`config.mk`:
```
export PLATFORM = sky130hd
export DESIGN_NAME = spike_aer_tx_flat
export DESIGN_NICKNAME = d
export VERILOG_FILES = /design/src/rtl/spike_aer_pkg.sv /design/src/rtl/spike_aer_tx_if.sv /design/src/rtl/spike_aer_tx_sync_2ff.sv /design/src/rtl/spike_aer_tx.sv /design/src/flat_wrapper.sv
export SDC_FILE = /design/constraint.sdc
export NUM_CORES = 1
export LEC_CHECK = 0
export CAP_MARGIN = 20
export CORE_MARGIN = 2
export CORE_UTILIZATION = 40
export DETAILED_ROUTE_END_ITERATION = 7
export GPL_ROUTABILITY_DRIVEN = 1
export GPL_TIMING_DRIVEN = 0
export HOLD_SLACK_MARGIN = 0.05
export PLACE_DENSITY = 0.69
export SLEW_MARGIN = 20
export SYNTH_ARGS = -nofsm -noshare
export SYNTH_HDL_FRONTEND = slang
export SYNTH_SLANG_ARGS = --single-unit
```
`constraint.sdc`:
```
create_clock -name CLK -period 3.52 [get_ports CLK]
set_clock_uncertainty 0.2 [all_clocks]
set_input_delay 1.056 -clock CLK [delete_from_list [all_inputs] [get_ports CLK]]
set_output_delay 1.056 -clock CLK [all_outputs]
set_load 0.005 [all_outputs]
```
`src/rtl/spike_aer_pkg.sv`:
```
// spike_aer_pkg
// Types and sizing helpers shared by the AER transmitter, its bus interface
// and the bench.
//   aer_tx_state_e : transmitter FSM state, also exported on the debug port
//   aer_aw()       : address width for a population of n neurons
//   aer_wcw()      : width of a wait counter that has to reach a given limit
package spike_aer_pkg;

  localparam int N_DEFAULT = 256;

  function automatic int aer_aw(input int n);
    return (n < 2) ? 1 : $clog2(n);
  endfunction

  // The counter must be able to hold the limit itself.
  function automatic int aer_wcw(input int unsigned limit);
    return (limit < 2) ? 1 : $clog2(limit + 1);
  endfunction

  localparam int AW_DEFAULT = aer_aw(N_DEFAULT);

  typedef enum logic [2:0] {
    IDLE   = 3'd0,
    POP    = 3'd1,
    LOAD   = 3'd2,
    REQ_HI = 3'd3,
    REQ_LO = 3'd4
  } aer_tx_state_e;

endpackage

```
`src/rtl/spike_aer_tx_if.sv`:
```
// spike_aer_tx_if
// Bundles the spike FIFO read port and the AEROUT pad signals of the
// transmitter.
//   fifo_empty_i   FIFO empty flag
//   fifo_r_en_o    FIFO read enable (one-cycle pulse)
//   fifo_r_data_i  FIFO read data
//   AEROUT_ADDR_o  AER address, bundled with REQ
//   AEROUT_REQ_o   AER request
//   AEROUT_ACK_i   AER acknowledge (asynchronous)
//
// Handshake semantics:
//   FIFO side: fifo_r_en_o is only raised when fifo_empty_i was low, and
//   fifo_r_data_i is taken exactly one cycle after the fifo_r_en_o pulse.
//   AER side: 4-phase. AEROUT_ADDR_o is stable before REQ rises and stays
//   stable until ACK has fallen; REQ rises, ACK rises, REQ falls, ACK
//   falls, and only then may a new REQ rise.
interface spike_aer_tx_if
  import spike_aer_pkg::*;
#(
  parameter int AW = AW_DEFAULT
);
  logic          fifo_empty_i;
  logic          fifo_r_en_o;
  logic [AW-1:0] fifo_r_data_i;
  logic [AW-1:0] AEROUT_ADDR_o;
  logic          AEROUT_REQ_o;
  logic          AEROUT_ACK_i;

  // Transmitter side.
  modport master (
    input  fifo_empty_i,
    input  fifo_r_data_i,
    input  AEROUT_ACK_i,
    output fifo_r_en_o,
    output AEROUT_ADDR_o,
    output AEROUT_REQ_o
  );

  // FIFO and off-chip receiver side.
  modport slave (
    output fifo_empty_i,
    output fifo_r_data_i,
    output AEROUT_ACK_i,
    input  fifo_r_en_o,
    input  AEROUT_ADDR_o,
    input  AEROUT_REQ_o
  );
endinterface

```
`src/rtl/spike_aer_tx_sync_2ff.sv`:
```
// sync_2ff
// Two-flop synchroniser for signals asynchronous to CLK; q lags d by two
// clock cycles. Reset clears both stages to 0.
//   CLK   clock
//   RSTN  asynchronous active-low reset
//   d     asynchronous input
//   q     synchronised output
module sync_2ff #(
  parameter int W = 1
) (
  input  logic         CLK,
  input  logic         RSTN,
  input  logic [W-1:0] d,
  output logic [W-1:0] q
);
  logic [W-1:0] meta_q;

  always_ff @(posedge CLK or negedge RSTN) begin
    if (!RSTN) begin
      meta_q <= '0;
      q      <= '0;
    end else begin
      meta_q <= d;
      q      <= meta_q;
    end
  end
endmodule

```
`src/rtl/spike_aer_tx.sv`:
```
// spike_aer_tx
// Pops neuron addresses from the spike FIFO and sends each one off-chip
// over a 4-phase bundled-data AER handshake, with an ACK timeout.
//   CLK, RSTN      clock, asynchronous active-low reset
//   enable_i       allows new pops; an event already in flight completes
//   aer            FIFO read port + AEROUT pads (spike_aer_tx_if.master)
//   busy_o         high whenever the FSM is not in IDLE
//   timeout_err_o  sticky, set on the first ACK timeout
//   sent_cnt_o     completed events, wraps
//   drop_cnt_o     timed-out events, saturates at all-ones
//   state_o        current FSM state (debug)
module spike_aer_tx
  import spike_aer_pkg::*;
#(
  parameter int          N           = 256,
  parameter int unsigned ACK_TIMEOUT = 1024,
  parameter int          CNT_W       = 16
) (
  input  logic             CLK,
  input  logic             RSTN,
  input  logic             enable_i,
  spike_aer_tx_if.master   aer,
  output logic             busy_o,
  output logic             timeout_err_o,
  output logic [CNT_W-1:0] sent_cnt_o,
  output logic [CNT_W-1:0] drop_cnt_o,
  output aer_tx_state_e    state_o
);
  localparam int AW  = aer_aw(N);
  localparam int WCW = aer_wcw(ACK_TIMEOUT);

  aer_tx_state_e    state_q, state_d;
  logic [WCW-1:0]   wait_q;
  logic [AW-1:0]    addr_q;
  logic             req_q;
  logic             err_q;
  logic [CNT_W-1:0] sent_q;
  logic [CNT_W-1:0] drop_q;
  logic             ack_s;
  logic             timeout_hit;
  logic             wait_clr, load_addr, sent_inc, drop_inc, err_set;

  sync_2ff #(.W(1)) u_ack_sync (
    .CLK  (CLK),
    .RSTN (RSTN),
    .d    (aer.AEROUT_ACK_i),
    .q    (ack_s)
  );

  // The wait counter is 0 in the first cycle of REQ_HI/REQ_LO, so the limit
  // is reached after ACK_TIMEOUT further cycles. In REQ_HI that is exactly
  // the number of cycles REQ is high, since REQ rises one cycle after entry.
  assign timeout_hit = (ACK_TIMEOUT != 0) && (32'(wait_q) == ACK_TIMEOUT);

  always_comb begin
    state_d   = state_q;
    wait_clr  = 1'b0;
    load_addr = 1'b0;
    sent_inc  = 1'b0;
    drop_inc  = 1'b0;
    err_set   = 1'b0;
    unique case (state_q)
      IDLE: begin
        if (enable_i && !aer.fifo_empty_i) state_d = POP;
      end
      POP: begin
        state_d = LOAD;
      end
      LOAD: begin
        load_addr = 1'b1;
        wait_clr  = 1'b1;
        state_d   = REQ_HI;
      end
      REQ_HI: begin
        // ACK only counts once REQ is actually up, so a stale ACK cannot
        // complete an event that was never requested. ACK wins over timeout.
        if (req_q && ack_s) begin
          sent_inc = 1'b1;
          wait_clr = 1'b1;
          state_d  = REQ_LO;
        end else if (timeout_hit) begin
          drop_inc = 1'b1;
          err_set  = 1'b1;
          wait_clr = 1'b1;
          state_d  = REQ_LO;
        end
      end
      REQ_LO: begin
        if (!ack_s) begin
          state_d = IDLE;
        end else if (timeout_hit) begin
          err_set = 1'b1;
          state_d = IDLE;
        end
      end
      default: state_d = IDLE;
    endcase
  end

  always_ff @(posedge CLK or negedge RSTN) begin
    if (!RSTN) begin
      state_q <= IDLE;
      wait_q  <= '0;
      addr_q  <= '0;
      req_q   <= 1'b0;
      err_q   <= 1'b0;
      sent_q  <= '0;
      drop_q  <= '0;
    end else begin
      state_q <= state_d;
      if (wait_clr) begin
        wait_q <= '0;
      end else if (state_q == REQ_HI || state_q == REQ_LO) begin
        wait_q <= wait_q + WCW'(1);
      end
      if (load_addr) addr_q <= aer.fifo_r_data_i;
      // REQ comes up one cycle after the address register loads (setup
      // margin) and falls on the edge that leaves REQ_HI.
      req_q <= (state_q == REQ_HI) && (state_d == REQ_HI);
      if (err_set) err_q <= 1'b1;
      if (sent_inc) sent_q <= sent_q + CNT_W'(1);
      if (drop_inc && (drop_q != '1)) drop_q <= drop_q + CNT_W'(1);
    end
  end

  assign aer.fifo_r_en_o   = (state_q == POP);
  assign aer.AEROUT_ADDR_o = addr_q;
  assign aer.AEROUT_REQ_o  = req_q;
  assign busy_o            = (state_q != IDLE);
  assign timeout_err_o     = err_q;
  assign sent_cnt_o        = sent_q;
  assign drop_cnt_o        = drop_q;
  assign state_o           = state_q;
endmodule

```
`src/flat_wrapper.sv`:
```
// flat-port wrapper written by rule: the top's interface ports become plain ports
module spike_aer_tx_flat import spike_aer_pkg::*;
#(
  parameter int          N           = 256,
  parameter int unsigned ACK_TIMEOUT = 1024,
  parameter int          CNT_W       = 16
)
  (CLK, RSTN, enable_i, busy_o, timeout_err_o, sent_cnt_o, drop_cnt_o, state_o, aer_fifo_empty_i, aer_fifo_r_data_i, aer_AEROUT_ACK_i, aer_fifo_r_en_o, aer_AEROUT_ADDR_o, aer_AEROUT_REQ_o);
  spike_aer_tx_if #(.AW((8))) aer_i ();
  input  logic CLK;
  input  logic RSTN;
  input  logic enable_i;
  output logic busy_o;
  output logic timeout_err_o;
  output logic [CNT_W-1:0] sent_cnt_o;
  output logic [CNT_W-1:0] drop_cnt_o;
  output aer_tx_state_e state_o;
  input wire logic [$bits(aer_i.fifo_empty_i)-1:0] aer_fifo_empty_i;
  input wire logic [$bits(aer_i.fifo_r_data_i)-1:0] aer_fifo_r_data_i;
  input wire logic [$bits(aer_i.AEROUT_ACK_i)-1:0] aer_AEROUT_ACK_i;
  output wire logic [$bits(aer_i.fifo_r_en_o)-1:0] aer_fifo_r_en_o;
  output wire logic [$bits(aer_i.AEROUT_ADDR_o)-1:0] aer_AEROUT_ADDR_o;
  output wire logic [$bits(aer_i.AEROUT_REQ_o)-1:0] aer_AEROUT_REQ_o;
  assign aer_i.fifo_empty_i = aer_fifo_empty_i;
  assign aer_i.fifo_r_data_i = aer_fifo_r_data_i;
  assign aer_i.AEROUT_ACK_i = aer_AEROUT_ACK_i;
  assign aer_fifo_r_en_o = aer_i.fifo_r_en_o;
  assign aer_AEROUT_ADDR_o = aer_i.AEROUT_ADDR_o;
  assign aer_AEROUT_REQ_o = aer_i.AEROUT_REQ_o;
  spike_aer_tx #(.N(N), .ACK_TIMEOUT(ACK_TIMEOUT), .CNT_W(CNT_W)) u_core (.CLK(CLK), .RSTN(RSTN), .enable_i(enable_i), .aer(aer_i), .busy_o(busy_o), .timeout_err_o(timeout_err_o), .sent_cnt_o(sent_cnt_o), .drop_cnt_o(drop_cnt_o), .state_o(state_o));
endmodule
```
# Word level (Yosys, flattened, before mapping)
# Cells that the tools add are included.
classes:
  addsub: 3
  eq_ne: 7
  muxes: 18
  n_reduce_logical: 9
op_table:
  columns: ["op", "n"]
  rows:
  - ["$add A16 B1 Y16 const B", 2]
  - ["$mux W11", 2]
  - ["$ne A16 B16 Y1 const B", 1]
  - ["$mux W3", 5]
  - ["$pmux W3 S5", 1]
  - ["$add A11 B1 Y11 const B", 1]
  - ["$eq A11 B11 Y1 const B", 1]
  - ["$eq A3 B2 Y1 const B", 3]
  - ["$mux W1", 8]
  - ["$logic_and A1 B1 Y1", 4]
  - ["$pmux W1 S2", 2]
  - ["$eq A3 B1 Y1 const B", 1]
  - ["$eq A3 B3 Y1 const B", 1]
  - ["$logic_not A3 Y1", 1]
  - ["$reduce_bool A3 Y1", 1]
  - ["$reduce_bool A2 Y1", 1]
  - ["$logic_not A1 Y1", 1]
  - ["$logic_or A1 B1 Y1", 1]
totals:
  regBits: 58
  in_bits: 13
  output_inout_bits: 47
  wordCells: 46

# Logic depth before layout (Yosys ltp)
# Gate-level depths: netlist (run 1).
depth:
  word_depth: 6
  ltp_mapped: 8
  mapped_depth_nobuf: 7

# Modules after synthesis
# Synthesis (run 1) repeated with hierarchy kept, for this count alone.
hier_totals:
  hier_cells: 246
  hier_area_um2: 2792.7
modules_own_cells:
  columns: ["module", "n_inst", "cells_each", "area_each_um2", "seq_area_each_um2"]
  rows:
  - ["spike_aer_tx", 1, 244, 2742.6, 1401.3]
  - ["sync_2ff", 1, 2, 50.0, 50.0]

# Least setup slack after synthesis (run 1)
# OpenSTA, ideal clock, no wires.
synth_timing:
  path_type: "flip-flop to flip-flop"
  from: "register u_core.wait_q[1]"
  to: "register u_core.drop_q[3] (netlist: u_core.drop_cnt_o[3])"
  setup_time_ps: 124
  arrival_ps: 2179
  required_time_ps: 3196
  path_slack_ps: 1017
  path_stages_with_launch: 9
  path_buffers: 1
  synth_period_minus_slack_ps: 2503
  cell_sequence: "dfrtp_1 -> inv_1 -> ha_1 -> or4b_1 -> or4_4 -> a311oi_2 -> buf_6 -> nand4_1 -> xnor2_1"
synth_via:
  elab_chain_len: 5
synth_lines:
  columns: ["item", "line_no", "rtl"]
  rows:
  - ["start, declared", "spike_aer_tx.sv:33", "logic [WCW-1:0] wait_q;"]
  - ["start signal, assigned", "spike_aer_tx.sv:114", "wait_q <= wait_q + WCW'(1);"]
  - ["$eq A11 B11 Y1", "spike_aer_tx.sv:53", "assign timeout_hit = (ACK_TIMEOUT != 0) && (32'(wait_q) == ACK_TIMEOUT);"]
  - ["$mux W1", "spike_aer_tx.sv:81", "end else if (timeout_hit) begin"]
  - ["$mux W1", "spike_aer_tx.sv:77", "if (req_q && ack_s) begin"]
  - ["$mux W1", "spike_aer_tx.sv:62", "unique case (state_q)"]
  - ["$logic_and A1 B1 Y1", "spike_aer_tx.sv:122", "if (drop_inc && (drop_q != '1)) drop_q <= drop_q + CNT_W'(1);"]
  - ["end signal, assigned", "spike_aer_tx.sv:122", null]
  - ["end, declared", "spike_aer_tx.sv:38", "logic [CNT_W-1:0] drop_q;"]
# No other way between the ends.
# A chain may end at the register's enable or synchronous reset.

# Final worst setup path (run 1)
layout_timing:
  from: "register u_core.state_q[2] (netlist: u_core.state_o[2])"
  to: "output port busy_o"
layout_via:
  elab_chain_len: 1
layout_lines:
  columns: ["item", "line_no", "rtl"]
  rows:
  - ["start, declared", "spike_aer_tx.sv:32", "aer_tx_state_e state_q, state_d;"]
  - ["start signal, assigned", "spike_aer_tx.sv:110", "state_q <= state_d;"]
  - ["$reduce_bool A3 Y1", "spike_aer_tx.sv:129", "assign busy_o = (state_q != IDLE);"]
  - ["end, declared", "flat_wrapper.sv:13", "output logic busy_o;"]
# No other way between the ends.

==> results.json, run 1 <==
{
  "syn_area_sq_um": 2640,
  "start_kind": "flip-flop",
  "reg2reg_slack_ps": 720,
  "grt_use_total": 0.158,
  "wl_per_cell_um": 13.4,
  "rsz0062_at_grt": "false",
  "r2r-end": "u_core.drop_cnt_o[3]$_DFFE_PN0P_",
  "max_slew.worst_pin.slew_ps": 728,
  "finalInstanceArea_sq_um": 3550,
  "clk_latency_ps": 330,
  "finalCriticalPeriod_ps": 3050,
  "worstPathCellList": "clkbuf_1, or3_1, clkdlybuf4s50_1",
  "nFillCells": 591,
  "hold_viol_final": 0,
  "maxCapViolCount": 0,
  "die_x_um": 85.3,
  "fin_crit_sh": 0.867,
  "finalMaxSlewViolations": 0,
  "dp_slack_ps": 712,
  "whs_ps": 147,
  "layout.nets": 330,
  "end_kind": "output pin",
  "regArea_sq_um": 1450,
  "critical_path_class": "flip-flop to output pin",
  "slowest_stage": "clkdlybuf4s50_1",
  "yosys.cell_types.count": 32,
  "drive_above_1_share": 0.113,
  "timing.fmax_ghz": 0.328,
  "cts_buffer_depth": 2,
  "crit_path_max_incr_delay_ps": 440,
  "dpl_cell_area_sq_um": 3350,
  "r2r_cells": 8,
  "cts_made_buffers": 9,
  "cts.sinks": 58,
  "multi_input_comb_area_sq_um": 1130,
  "r2r_start": "u_core.wait_q[1]$_DFFE_PN0P_",
  "port-buffer-count": 59,
  "synth_cells": 242,
  "cts_hold_buf": 0,
  "gp_congestion": 0.740,
  "power_density_nw_per_um2": 593,
  "post_cts_buffers": 0,
  "syn_nets": 259,
  "vias_per_cell": 4.98,
  "min_to": "u_core.u_ack_sync.q$_DFF_PN0_",
  "synthArstFlopShare": 1.00,
  "arrival_ps": 1800,
  "final_antenna_net_count": 0,
  "ys_ff_latch": 58,
  "hold_depth": 0,
  "slew_headroom": 0.513,
  "cts_tree": "built",
  "ctsHtreeMaxLevel": 3,
  "grt_pass1_wl_mm": 9.04,
  "die_h_um": 85.3,
  "setup_viol": 0,
  "drc": 0,
  "status": "finished, final reports clean",
  "die-area_sq_um": 7270,
  "first_iter_violations": 106,
  "vdd_ir_drop_max_v": 0.000398,
  "grt_pass1_vias": 1936,
  "setup_slack_ps": 468,
  "power.leakage_nw": 1.54,
  "yosysWarnings": 0,
  "synth-main-ff-cell": "dfrtp_1",
  "via_count": 1966,
  "wl_mm": 5.28,
  "dpl.hpwl_mm": 3.77,
  "clockRootBuffer": "clkbuf_8",
  "synth-seq-area-share": 0.549,
  "initial_core_util": 0.414,
  "syn_avg_cell_area_sq_um": 10.9,
  "cts_resized": 0,
  "mostFrequentLayoutCells": "58 x clkdlybuf4s50_1, 58 x dfrtp_1, 27 x nor2_1, 24 x xnor2_1, 19 x nand3_1",
  "hold_path_class": "flip-flop to flip-flop",
  "ios": 60,
  "core_sq_um": 6390,
  "path_max_fanout": 10,
  "grt_overflow": 0,
  "synth_edf_count": 0,
  "syn_to_final_growth_pct": 34.4,
  "grt_max_degree": 34,
  "crit_required_ps": 2260,
  "min_from": "u_core.u_ack_sync.meta_q$_DFF_PN0_",
  "row_count": 29,
  "antenna_found_initial": 0,
  "diodes": 0,
  "firstDrtPassIters": 4,
  "cts.clk_slew.worst_paths_ps": 70
}
## cell families after synthesis
logic type | Yosys count | share of synthesized area
buffers and inverters | 14 | 0.0227
DFF | 58 | 0.549
xor gates and xnor gates | 40 | 0.133
muxes | 10 | 0.0426
AOI/OAI and AO/OA | 15 | 0.0350
and+or+nand+nor | 101 | 0.199
adders and majority gates | 4 | 0.0189
## worst max-delay path, delay by kind of cell (launching register included)
kind,cells,cell delay (ps)
buffers and inverters,2,660
flip-flops,1,410
AND/OR/NAND/NOR,1,400
## cell usage after synthesis, drive strengths merged, types with 5 or more instances
cell / instances / area (sq um)
nand2: 17 / 63.8
nand3: 19 / 95.1
xnor2: 24 / 210
nor2: 27 / 101
inv: 9 / 33.8
nor3: 5 / 25.0
mux2: 10 / 113
and3: 7 / 43.8
dfrtp: 58 / 1450
a21oi: 8 / 40.0
nand4: 10 / 62.6
xor2: 16 / 140
## flip-flops by register name, indices dropped and copies added (netlist names)
register,count
u_core.aer.AEROUT_ADDR_o,8
u_core.aer.AEROUT_REQ_o,1
u_core.drop_cnt_o,16
u_core.sent_cnt_o,16
u_core.state_o,3
u_core.timeout_err_o,1
u_core.u_ack_sync.meta_q,1
u_core.u_ack_sync.q,1
u_core.wait_q,11
## routing by layer
metal | vias to the layer above | share of wire | track usage | wire length, um
li1 | 971 | - | - | -
met1 | 939 | 0.49 | 0.220 | 2580
met2 | 51 | 0.45 | 0.228 | 2380
met3 | 5 | 0.052 | 0.0574 | 275
met4 | 0 | 0.0091 | 0.0548 | 48
met5 | - | 0 | 0 | 0
## metrics by stage
| stage | instances | total power [mW] | setup TNS, ps | utilization |
|---|---|---|---|---|
| 4_1_cts | 395 | 2.14 | 0 | 0.556 |
| 6_report | 395 | 2.11 | 0 | 0.556 |
| 3_5_place_dp | 379 | 1.51 | 0 | 0.524 |
| 5_1_grt | 395 | 2.26 | 0 | 0.556 |
| 3_3_place_gp | 378 | 1.49 | -37330 | 0.521 |
| 2_1_floorplan | 242 | 1.20 | 0 | - |
## power breakdown
part	internal (mW)	switching, mW	total (mW)
logic	0.339	0.275	0.614
clock network	0.346	0.273	0.619
registers	0.776	0.0985	0.875
## worst max-delay path by stage
stage	startpoint	to	slack, ps	cells past startpoint
finish	u_core.state_o[2]$_DFF_PN0_	busy_o	470	3
global route	u_core.state_o[0]$_DFF_PN0_	aer_fifo_r_en_o	270	4
CTS	u_core.state_o[0]$_DFF_PN0_	aer_fifo_r_en_o	450	4
detailed placement	u_core.wait_q[1]$_DFFE_PN0P_	u_core.drop_cnt_o[3]$_DFFE_PN0P_	710	8
global placement	RSTN	u_core.wait_q[4]$_DFFE_PN0P_	-650	1
floorplan	u_core.wait_q[1]$_DFFE_PN0P_	u_core.drop_cnt_o[3]$_DFFE_PN0P_	1020	8
## cell type report
class / count / area share
Timing Repair Buffer: 60 / 0.171
Clock buffer: 10 / 0.0388
Buffer: 5 / 0.00740
Sequential cell: 58 / 0.409
Clock inverter: 6 / 0.0187
Inverter: 9 / 0.00951
Tap cell: 77 / 0.0271
Multi-Input combinational cell: 170 / 0.319
Note: power is estimated with default switching activity, not from simulation.
==> inputs of run 2 (changes only) <==
CAP_MARGIN = not set   (was 20)
==> results of run 2 <==
Final layout, timing and power as in run 1 (identical DEF).
==> inputs of run 3 (changes only) <==
CTS_CLUSTER_SIZE = 24   (was not set)
RECOVER_POWER = 25   (was not set)
==> results.json, run 3 (same netlist as run 1, synthesis figures left out) <==
{
  "status": "finished, final reports clean",
  "cts_resized": 0,
  "rsz0062_at_grt": "false",
  "arrival_ps": 1800,
  "port-buffer-count": 59,
  "min_from": "u_core.u_ack_sync.meta_q$_DFF_PN0_",
  "power.total_mw": 2.10,
  "cts_buffer_depth": 2,
  "power_density_nw_per_um2": 596,
  "power.leakage_nw": 1.53,
  "vias_per_cell": 4.98,
  "clockRootBuffer": "clkbuf_8",
  "grt_pass1_wl_mm": 9.04,
  "cts_made_buffers": 9,
  "hold_viol_final": 0,
  "antenna_found_initial": 0,
  "r2r-end": "u_core.drop_cnt_o[3]$_DFFE_PN0P_",
  "post_cts_buffers": 0,
  "timing.fmax_ghz": 0.328,
  "slowest_stage": "clkdlybuf4s50_1",
  "die-area_sq_um": 7270,
  "grt_use_total": 0.158,
  "cts.clk_slew.worst_paths_ps": 60,
  "dp.cells": 379,
  "grt_max_degree": 34,
  "die_h_um": 85.3,
  "max_slew.worst_pin.slew_ps": 1360,
  "path_max_fanout": 10,
  "worstPathCellList": "clkbuf_1, or3_1, clkdlybuf4s50_1",
  "wl_per_cell_um": 13.4,
  "initial_core_util": 0.414,
  "vdd_ir_drop_max_v": 0.000398,
  "die_x_um": 85.3,
  "r2r_start": "u_core.wait_q[1]$_DFFE_PN0P_",
  "crit_required_ps": 2260,
  "cts_hold_buf": 0,
  "whs_ps": 149,
  "regArea_sq_um": 1450,
  "ctsHtreeMaxLevel": 3,
  "critical_path_class": "flip-flop to output pin",
  "finalMaxSlewViolations": 0,
  "row_count": 29,
  "reg2reg_slack_ps": 710,
  "firstDrtPassIters": 4,
  "start_kind": "flip-flop",
  "wl_mm": 5.28,
  "core_sq_um": 6390,
  "hold_depth": 0,
  "diodes": 0,
  "fin_crit_sh": 0.867,
  "grt_pass1_vias": 1936,
  "cts_tree": "built",
  "first_iter_violations": 100,
  "r2r_cells": 8,
  "nFillCells": 592,
  "via_count": 1966,
  "dpl.hpwl_mm": 3.77,
  "instances_no_fill": 395,
  "cts.sinks": 58,
  "grt_overflow": 0,
  "final_antenna_net_count": 0,
  "drc": 0,
  "maxCapViolCount": 0,
  "ios": 60,
  "min_to": "u_core.u_ack_sync.q$_DFF_PN0_",
  "syn_to_final_growth_pct": 33.7,
  "slew_headroom": 0.0958,
  "gp_congestion": 0.740,
  "multi_input_comb_area_sq_um": 1130,
  "end_kind": "output pin",
  "mostFrequentLayoutCells": "58 x clkdlybuf4s50_1, 58 x dfrtp_1, 27 x nor2_1, 24 x xnor2_1, 19 x nand3_1",
  "hold_path_class": "flip-flop to flip-flop",
  "clk_latency_ps": 330,
  "finalCriticalPeriod_ps": 3050,
  "drive_above_1_share": 0.110,
  "setup_viol": 0,
  "layout.nets": 330,
  "startpoint": "u_core.state_o[2]$_DFF_PN0_",
  "crit_path_max_incr_delay_ps": 440
}
-- run 3: routing by layer --
metal,GRT usage,vias to the layer above,wire [um]
met5,0,-,0
met4,0.0548,0,48
met3,0.0574,5,278
met2,0.228,53,2360
met1,0.220,937,2590
li1,-,971,-
-- run 3: layout make-up --
cell class	instances	area share
Sequential cell	58	0.411
Tap cell	77	0.0273
Inverter	9	0.00956
Buffer	5	0.00744
Timing Repair Buffer	60	0.167
Clock buffer	10	0.0390
Multi-Input combinational cell	170	0.320
Clock inverter	6	0.0188
-- run 3: report_power, final --
group	switching, mW	internal (mW)	total [mW]	leakage, nW
Combinational	0.275	0.336	0.611	0.670
Clock	0.273	0.346	0.619	0.0945
Sequential	0.0983	0.776	0.874	0.769
Total	0.647	1.46	2.10	1.53
-- run 3: worst max-delay path by stage --
stage                                             to  slack, ps  cells after the start
global placement        u_core.wait_q[4]$_DFFE_PN0P_       -650                      1
floorplan           u_core.drop_cnt_o[3]$_DFFE_PN0P_       1020                      8
CTS                                  aer_fifo_r_en_o        450                      4
global route                         aer_fifo_r_en_o        270                      4
detailed placement  u_core.drop_cnt_o[3]$_DFFE_PN0P_        710                      8
finish                                        busy_o        470                      3
-- run 3: worst max-delay path: cells and delay by family (launching register included) --
family / cells / cell delay (ps)
buffers and inverters: 2 / 660
DFF: 1 / 410
and+or+nand+nor: 1 / 400
-- run 3: metrics by stage --
step	setup TNS (ps)	area [sq um]	setup WS (ps)	utilization
2_1_floorplan	0	2640	1020	-
3_5_place_dp	0	3350	712	0.524
4_1_cts	0	3550	450	0.556
6_report	0	3530	468	0.553
5_1_grt	0	3530	273	0.553
3_3_place_gp	-37330	3330	-645	0.521
